==> config.mk <==
export PLATFORM = sky130hd
export DESIGN_NAME = fifo_sync_flat
export DESIGN_NICKNAME = d
export VERILOG_FILES = /design/src/rtl/fifo_sync_if.sv /design/src/rtl/fifo_sync.sv /design/src/flat_wrapper.sv
export SDC_FILE = /design/constraint.sdc
export NUM_CORES = 1
export LEC_CHECK = 0
export ABC_AREA = 0
export BUFFER_PORTS_ARGS = -buffer_cell sky130_fd_sc_hd__buf_2
export CAP_MARGIN = 20
export CORE_AREA = 2 2 295 297
export DETAILED_ROUTE_END_ITERATION = 6
export DIE_AREA = 0 0 297 299
export SYNTH_ARGS = -nofsm -noshare
export SYNTH_HDL_FRONTEND = slang
export SYNTH_SLANG_ARGS = --single-unit
==> constraint.sdc <==
create_clock -name clk -period 3.5 [get_ports clk]
set_input_delay 0 -clock clk [delete_from_list [all_inputs] [get_ports clk]]
set_output_delay 0 -clock clk [all_outputs]
set_load 0.005 [all_outputs]
==> src/rtl/fifo_sync_if.sv <==
// Push/full write port and pop/empty read port of the synchronous FIFO.
// The producer and consumer use the master modport; the FIFO uses the slave modport.
interface fifo_sync_if #(
  parameter int DATA_WIDTH = 32,
  parameter int ADDR_WIDTH = 4
);
  logic [DATA_WIDTH-1:0] up_data;
  logic                  up_push;
  logic                  up_full;
  logic [DATA_WIDTH-1:0] fifo_data;
  logic                  fifo_empty;
  logic                  fifo_pop;
  logic [ADDR_WIDTH:0]   count;

  modport master (
    output up_data, up_push, fifo_pop,
    input  up_full, fifo_data, fifo_empty, count
  );

  modport slave (
    input  up_data, up_push, fifo_pop,
    output up_full, fifo_data, fifo_empty, count
  );
endinterface

==> src/rtl/fifo_sync.sv <==
// Single-clock FIFO with registered read data; fifo_data updates one cycle after an accepted pop.
// All flags are registered. A push while full is dropped, and a pop while empty is ignored.
module fifo_sync #(
  parameter int DATA_WIDTH = 32,
  parameter int ADDR_WIDTH = 4
) (
  input logic         clk,
  input logic         rst,
  fifo_sync_if.slave  bus
);
  localparam int DEPTH = 1 << ADDR_WIDTH;
  localparam logic [ADDR_WIDTH:0] DEPTH_CNT = {1'b1, {ADDR_WIDTH{1'b0}}};

  logic [DATA_WIDTH-1:0] mem_q [DEPTH];

  logic [ADDR_WIDTH:0]   wr_ptr_q, wr_ptr_d;
  logic [ADDR_WIDTH:0]   rd_ptr_q, rd_ptr_d;
  logic [ADDR_WIDTH:0]   count_q, count_d;
  logic                  full_q, full_d;
  logic                  empty_q, empty_d;
  logic [DATA_WIDTH-1:0] data_q, data_d;
  logic                  wr_en, rd_en;

  // Enables are gated by the registered flags, so there is no input-to-output path.
  always_comb begin
    wr_en    = bus.up_push & ~full_q & ~rst;
    rd_en    = bus.fifo_pop & ~empty_q;
    wr_ptr_d = wr_ptr_q;
    rd_ptr_d = rd_ptr_q;
    data_d   = data_q;
    if (wr_en) begin
      wr_ptr_d = wr_ptr_q + 1'b1;
    end
    if (rd_en) begin
      rd_ptr_d = rd_ptr_q + 1'b1;
      data_d   = mem_q[rd_ptr_q[ADDR_WIDTH-1:0]];
    end
    // The pointer difference, modulo 2^(ADDR_WIDTH+1), is the occupancy, 0..DEPTH.
    count_d = wr_ptr_d - rd_ptr_d;
    empty_d = (count_d == '0);
    full_d  = (count_d == DEPTH_CNT);
  end

  always_ff @(posedge clk) begin
    if (rst) begin
      wr_ptr_q <= '0;
      rd_ptr_q <= '0;
      count_q  <= '0;
      full_q   <= 1'b0;
      empty_q  <= 1'b1;
      data_q   <= '0;
    end else begin
      wr_ptr_q <= wr_ptr_d;
      rd_ptr_q <= rd_ptr_d;
      count_q  <= count_d;
      full_q   <= full_d;
      empty_q  <= empty_d;
      data_q   <= data_d;
    end
  end

  always_ff @(posedge clk) begin
    if (wr_en) begin
      mem_q[wr_ptr_q[ADDR_WIDTH-1:0]] <= bus.up_data;
    end
  end

  assign bus.up_full    = full_q;
  assign bus.fifo_empty = empty_q;
  assign bus.fifo_data  = data_q;
  assign bus.count      = count_q;
endmodule
==> src/flat_wrapper.sv <==
// flat-port wrapper written by rule: the top's interface ports become plain ports
module fifo_sync_flat 
#(
  parameter int DATA_WIDTH = 32,
  parameter int ADDR_WIDTH = 4
)
  (clk, rst, bus_up_data, bus_up_push, bus_fifo_pop, bus_up_full, bus_fifo_data, bus_fifo_empty, bus_count);
  fifo_sync_if #(.DATA_WIDTH(DATA_WIDTH), .ADDR_WIDTH(ADDR_WIDTH)) bus_i ();
  input logic clk;
  input logic rst;
  input wire logic [$bits(bus_i.up_data)-1:0] bus_up_data;
  input wire logic [$bits(bus_i.up_push)-1:0] bus_up_push;
  input wire logic [$bits(bus_i.fifo_pop)-1:0] bus_fifo_pop;
  output wire logic [$bits(bus_i.up_full)-1:0] bus_up_full;
  output wire logic [$bits(bus_i.fifo_data)-1:0] bus_fifo_data;
  output wire logic [$bits(bus_i.fifo_empty)-1:0] bus_fifo_empty;
  output wire logic [$bits(bus_i.count)-1:0] bus_count;
  assign bus_i.up_data = bus_up_data;
  assign bus_i.up_push = bus_up_push;
  assign bus_i.fifo_pop = bus_fifo_pop;
  assign bus_up_full = bus_i.up_full;
  assign bus_fifo_data = bus_i.fifo_data;
  assign bus_fifo_empty = bus_i.fifo_empty;
  assign bus_count = bus_i.count;
  fifo_sync #(.DATA_WIDTH(DATA_WIDTH), .ADDR_WIDTH(ADDR_WIDTH)) u_core (.clk(clk), .rst(rst), .bus(bus_i));
endmodule
-- Word-level counts from Yosys, hierarchy flattened
Memory sizes are Yosys's and may differ from the RTL's. A register that Yosys moved wholly into a read port is not among the register bits.
Cells that the tools add are included.
- memories: 1
- bits in writable memories: 512
- logic and storage cells: 21
- output and inout bits: 39
- bits of input ports: 36
- bits in registers: 17
- muxes and demuxes: 4
- reductions and logical operators: 1
- add/sub/neg operators: 3
- bitwise operators: 6
- eq/ne operators: 1
- memory list (name ; depth ; bits a word ; rd ports ; clocked after memory_dff ; wr ports ; line ; RTL):
    u_core.mem_q ; 16 ; 32 ; 1 ; 1 ; 1 ; fifo_sync.sv:14 ; logic [DATA_WIDTH-1:0] mem_q [DEPTH];
- operators with widths (operator ; count):
    $add 5x1->5 const B ; 2
    $mux 5 ; 2
    $eq 5x5->1 const B ; 1
    $logic_not 5->1 ; 1
    $sub 5x5->5 ; 1
    $and 1x1->1 ; 3
    $not 1->1 ; 3
    $mux 1 ; 2

-- Longest topological paths before layout
- depth after elaboration: 6
- mapped depth: 11

-- Worst setup path after synthesis
OpenSTA, ideal clock, no wires.
- kind: flip-flop to flip-flop
- from: reg u_core.wr_ptr_q[0]
- to: mem u_core.mem_q[11][0] (enable)
- library setup time: 468 ps
- clock period less this slack: 3698 ps
- cell stages (with the launch flop): 4
- setup slack: -198 ps
- arrival time: 3230 ps
- cell sequence: dfxtp_1 > ha_1 > nand4bb_2 > nor3b_1
- RTL lines (item ; line ; RTL):
    from (decl) ; fifo_sync.sv:16 ; logic [ADDR_WIDTH:0] wr_ptr_q, wr_ptr_d;
    from (signal assigned) ; fifo_sync.sv:53 ; wr_ptr_q <= wr_ptr_d;
    to (decl) ; fifo_sync.sv:14 ;
No word-level cell before the write port.

-- Final worst setup path
- from: reg u_core.full_q, in the netlist u_core.bus.up_full
- to: reg u_core.full_q, in the netlist u_core.bus.up_full
- cells in the longest elaborated chain, start to end: 6
- RTL lines (item ; line ; RTL):
    from (decl) ; fifo_sync.sv:19 ; logic full_q, full_d;
    from (signal assigned) ; fifo_sync.sv:56 ; full_q <= full_d;
    $not 1->1 ; fifo_sync.sv:26 ; wr_en = bus.up_push & ~full_q & ~rst;
    $and 1x1->1 (2 in a row) ; fifo_sync.sv:26 ;
    $mux 5 ; fifo_sync.sv:31 ; if (wr_en) begin
    net u_core.wr_ptr_d[1] ; fifo_sync.sv:16 ;
    $sub 5x5->5 ; fifo_sync.sv:39 ; count_d = wr_ptr_d - rd_ptr_d;
    $eq 5x5->1 ; fifo_sync.sv:41 ; full_d = (count_d == DEPTH_CNT);
The timed path passes the listed nets, and every way through them passes these cells.
A chain may end at the register's enable or synchronous reset.

==> flow_summary_export.csv <==
group,metric,value,unit
outcome,status,"complete, no violations",
critical_path,critical_path.endpoint_type,"flop",
global_routing,grt_start_max_net_pins,101,
clock_network,tritoncts,"done",
place,place.gp.congestion,0.7224,
critical_path,reg2reg_slack,0.83,ns
route,drtPass1Iterations,5,
place,pre_cts_ws,0.8346,ns
place,port_buffers,74,
finish,design.final.nets,1144,
pwr,total_leakage_power,0.007800,uW
critical_path,worst_r2r_startpoint,"u_core.bus.up_full$_SDFF_PP0_",
clock_network,cts_sinks,561,
finish,stdcell_count,2299,
sta,relSlewSlack,0.5029,
logic_synthesis,synthesis.instances,959,
global_routing,globalRouteOverflowTotal,0,
place,placed_cells,2165,
logic_synthesis,synth_fp_nets,1004,
route,avgRoutedWirePerCell,21.11,um
sta,final.period_utilization,0.7641,
critical_path,reg2reg_to,"u_core.bus.up_full$_SDFF_PP0_",
critical_path,cp_data_required_time,3.99,ns
critical_path,worst_path_max_delay_cell,"sky130_fd_sc_hd__nor3b_1",
logic_synthesis,post_synthesis_mux_area_share,0.1697,
pwr,power.density,597.2,nW/um^2
logic_synthesis,synth-warning-count,0,
logic_synthesis,synthAdderAreaFrac,0.006110,
logic_synthesis,post_synthesis_share_of_cell_area_spent_on_xor_and_xnor_gates,0.006521,
place,place_area,23200,um^2
global_routing,grt.total_usage,0.1087,
finish,synthToLayoutAreaGrowth,19.02,%
floorplan,die-height,299,um
logic_synthesis,primary_flip_flop_cell_chosen_by_synthesis_mapping,"sky130_fd_sc_hd__edfxtp_1",
sta,finalCriticalPeriod,2.674,ns
global_routing,antenna_violations_before_repair,2,
floorplan,core.rowCount,108,
logic_synthesis,synth-async-reset-ratio,0,
route,route.detailed.drc,0,
sta,tightest_slew,0.7456,ns
clock_network,cts-resized-gates,0,
finish,num-fill-cells,8416,
finish,final_cell_mix,"sky130_fd_sc_hd__edfxtp_1, sky130_fd_sc_hd__mux4_2, sky130_fd_sc_hd__buf_2, sky130_fd_sc_hd__nand2_1, sky130_fd_sc_hd__clkbuf_16",
logic_synthesis,avgSynthCellArea,22.21,um^2
worst_hold_path,worstHoldStart,"bus_up_push",
critical_path,worstPathMaxFanout,5,
logic_synthesis,largest_family_of_logic_cells_by_synthesized_area,"multiplexers",
finish,layout-drive-gt1-share,0.3191,
logic_synthesis,synth_enable_flop_cells,512,
finish,antennaDiodeCount,0,
critical_path,critical_path.max_stage_delay,0.50,ns
route,drt_iter0_drc,780,
global_routing,first_global_vias,10550,
pwr,fin_total_pwr,15140,uW
critical_path,setup.worst_path.start_class,"flop",
route,vias_per_std_cell,4.303,
clock_network,clockRootBuffer,"sky130_fd_sc_hd__clkbuf_16",
logic_synthesis,ys_seq_area_frac,0.7680,
sta,finalSetupViolCount,0,
floorplan,floorplan.initialDensity,0.2478,
clock_network,cts.reportedPaths.clkPinSlew,0.06,ns
sta,max_freq,373.9,MHz
sta,number_of_hold_slack_violations_in_the_final_timing_report,0,
flow_run,number_of_max_capacitance_violations_reported,0,
clock_network,cts-htree-levels,2,
clock_network,cts_inserted_buffers,53,
critical_path,worst_r2r_path_depth,10,
clock_network,clockBufferDepth,3,
floorplan,die-area,88800,um^2
critical_path,crit_path_frequent_cell,"sky130_fd_sc_hd__a21oi_1",
critical_path,timing.critical_path.from,"u_core.bus.up_full$_SDFF_PP0_",
logic_synthesis,post_synthesis_compound_gate_area_fraction,0.009400,
pwr,worst_ir_drop_vdd,0.3783,mV
sta,setup_slack,0.8257,ns
logic_synthesis,register_bit_count_reported_by_yosys,561,
global_routing,grt_pass1_wl,71.63,mm
worst_hold_path,min-delay-path-class,"input port to flop",
logic_synthesis,synth-simple-area-share,0.02550,
sta,skew,0.01195,ns
route,route.final.wire_length,48.53,mm
sta,final-max-slew-violation-count,0,
floorplan,die_w,297,um
finish,postLayoutCellArea,25350,um^2
logic_synthesis,synthDistinctLibCells,34,
finish,layout.cells.most_common,"sky130_fd_sc_hd__edfxtp_1",
critical_path,timing.critical_path.to,"u_core.bus.up_full$_SDFF_PP0_",
critical_path,worstPathCellList,"nor3b_1, nor2_1, a21oi_1, inv_1, ha_1, a21oi_1, xnor2_1, or3_1, a21oi_1, nor3b_1",
logic_synthesis,synthesis.area,21300,um^2
sta,setup_repair_after_global_routing_missed_its_margin,"no",
critical_path,critical_setup_path_kind,"flop to flop",
place,dp_hpwl,26.17,mm
sta,hold_slack,0.02468,ns
floorplan,placeableCoreArea,85940,um^2
floorplan,pin_count,75,
route,ant_nets,0,
critical_path,cp.arrival,3.16,ns
route,total_vias_in_the_final_route,9893,
clock_network,insertion_delay,0.58,ns
## power breakdown
group	internal, uW	total, uW	switching [uW]
clock network	3500	5850	2350
logic	886	1760	874
registers	7450	7520	78.0
total	11800	15100	3300
## Yosys cell counts, types with 2 or more instances
master                       n  share of area
sky130_fd_sc_hd__edfxtp_1  512           0.72
sky130_fd_sc_hd__mux4_2    160           0.17
sky130_fd_sc_hd__nand2_1    65          0.011
sky130_fd_sc_hd__dfxtp_1    49          0.046
sky130_fd_sc_hd__a21oi_1    36         0.0085
sky130_fd_sc_hd__clkbuf_1   27         0.0048
sky130_fd_sc_hd__nor2_1     14         0.0025
sky130_fd_sc_hd__buf_6      11         0.0058
sky130_fd_sc_hd__and2_1     10         0.0029
sky130_fd_sc_hd__buf_2       9         0.0021
sky130_fd_sc_hd__xnor2_1     9         0.0037
sky130_fd_sc_hd__ha_1        8         0.0047
sky130_fd_sc_hd__and3_1      5         0.0015
sky130_fd_sc_hd__buf_1       5        0.00088
sky130_fd_sc_hd__inv_1       5        0.00088
sky130_fd_sc_hd__nor3b_1     5         0.0018
sky130_fd_sc_hd__xor2_1      5         0.0021
sky130_fd_sc_hd__nor2b_1     4         0.0012
sky130_fd_sc_hd__nor3_1      3        0.00070
sky130_fd_sc_hd__and3b_1     2        0.00082
sky130_fd_sc_hd__nand3_1     2        0.00047
## registers in the layout (all words and copies together), names as in the netlist
register and flops:
u_core.bus.fifo_data 32, u_core.wr_ptr_q 5, u_core.bus.fifo_empty 1, u_core.rd_ptr_q 5
u_core.mem_q 512, u_core.bus.up_full 1, u_core.bus.count 5
## metrics by stage
step | TNS, ns | util
floorplan | -0.5435 | -
global placement | 0 | 0.2700
detailed placement | 0 | 0.2700
CTS | 0 | 0.2949
global route | 0 | 0.2949
finish | 0 | 0.2949
## cell families (layout without fill, tap and decap cells)
group                    Yosys count  after routing
AO/OA/AOI/OAI                     39             39
XOR/XNOR                          15             15
adder cells (fa/ha/maj)           10             10
buffers and inverters             58            243
flip-flops                       561            561
multiplexers                     161            161
AND/OR/NAND/NOR                  115            115
## per-layer routing
metal / track usage / share of wire / vias to the layer above
li1: - / - / 4241
met1: 0.1417 / 0.43 / 5327
met2: 0.1864 / 0.50 / 261
met3: 0.02108 / 0.053 / 60
met4: 0.02682 / 0.019 / 4
met5: 0 / 0.00043 / -
## how the worst min path moves through the flow
| stage | end | slack (ns) | cells past startpoint |
|---|---|---|---|
| after floorplan | u_core.mem_q[0][0]$_DFFE_PP_ | 0.1 | 0 |
| after global placement | u_core.mem_q[1][6]$_DFFE_PP_ | 0.36 | 1 |
| after detailed placement | u_core.mem_q[8][22]$_DFFE_PP_ | 0.38 | 1 |
| after CTS | u_core.wr_ptr_q[0]$_SDFF_PP0_ | 0.0007 | 4 |
| after global routing | u_core.wr_ptr_q[0]$_SDFF_PP0_ | 0.05 | 4 |
| final | u_core.wr_ptr_q[0]$_SDFF_PP0_ | 0.02 | 4 |
## area by class of cell
class	count	area, um^2	share of cell area
Multi-Input combinational cell	340	4679	0.1846
Tap cell	1155	1445	0.05701
Inverter	5	18.77	0.0007404
Sequential cell	561	16370	0.6457
Clock buffer	82	1558	0.06146
Timing Repair Buffer	138	1036	0.04087
Clock inverter	18	244.0	0.009626
## critical path: cells and delay by family (launching register included)
family	cells	cell delay, ns
buffers and inverters	1	0.08
adders and majority gates	1	0.28
and+or+nand+nor	4	1.08
AOI/OAI and AO/OA	3	0.72
xor gates and xnor gates	1	0.09
DFF	1	0.33
## what timing repair did
item | 4_1_cts | 5_1_grt
setup endpoints to repair | 0 | 0
setup buffers | 0 | 0
hold buffers | 34 | 0
endpoints found under the hold margin | 516 | 0
(Power assumes the default switching activity.)
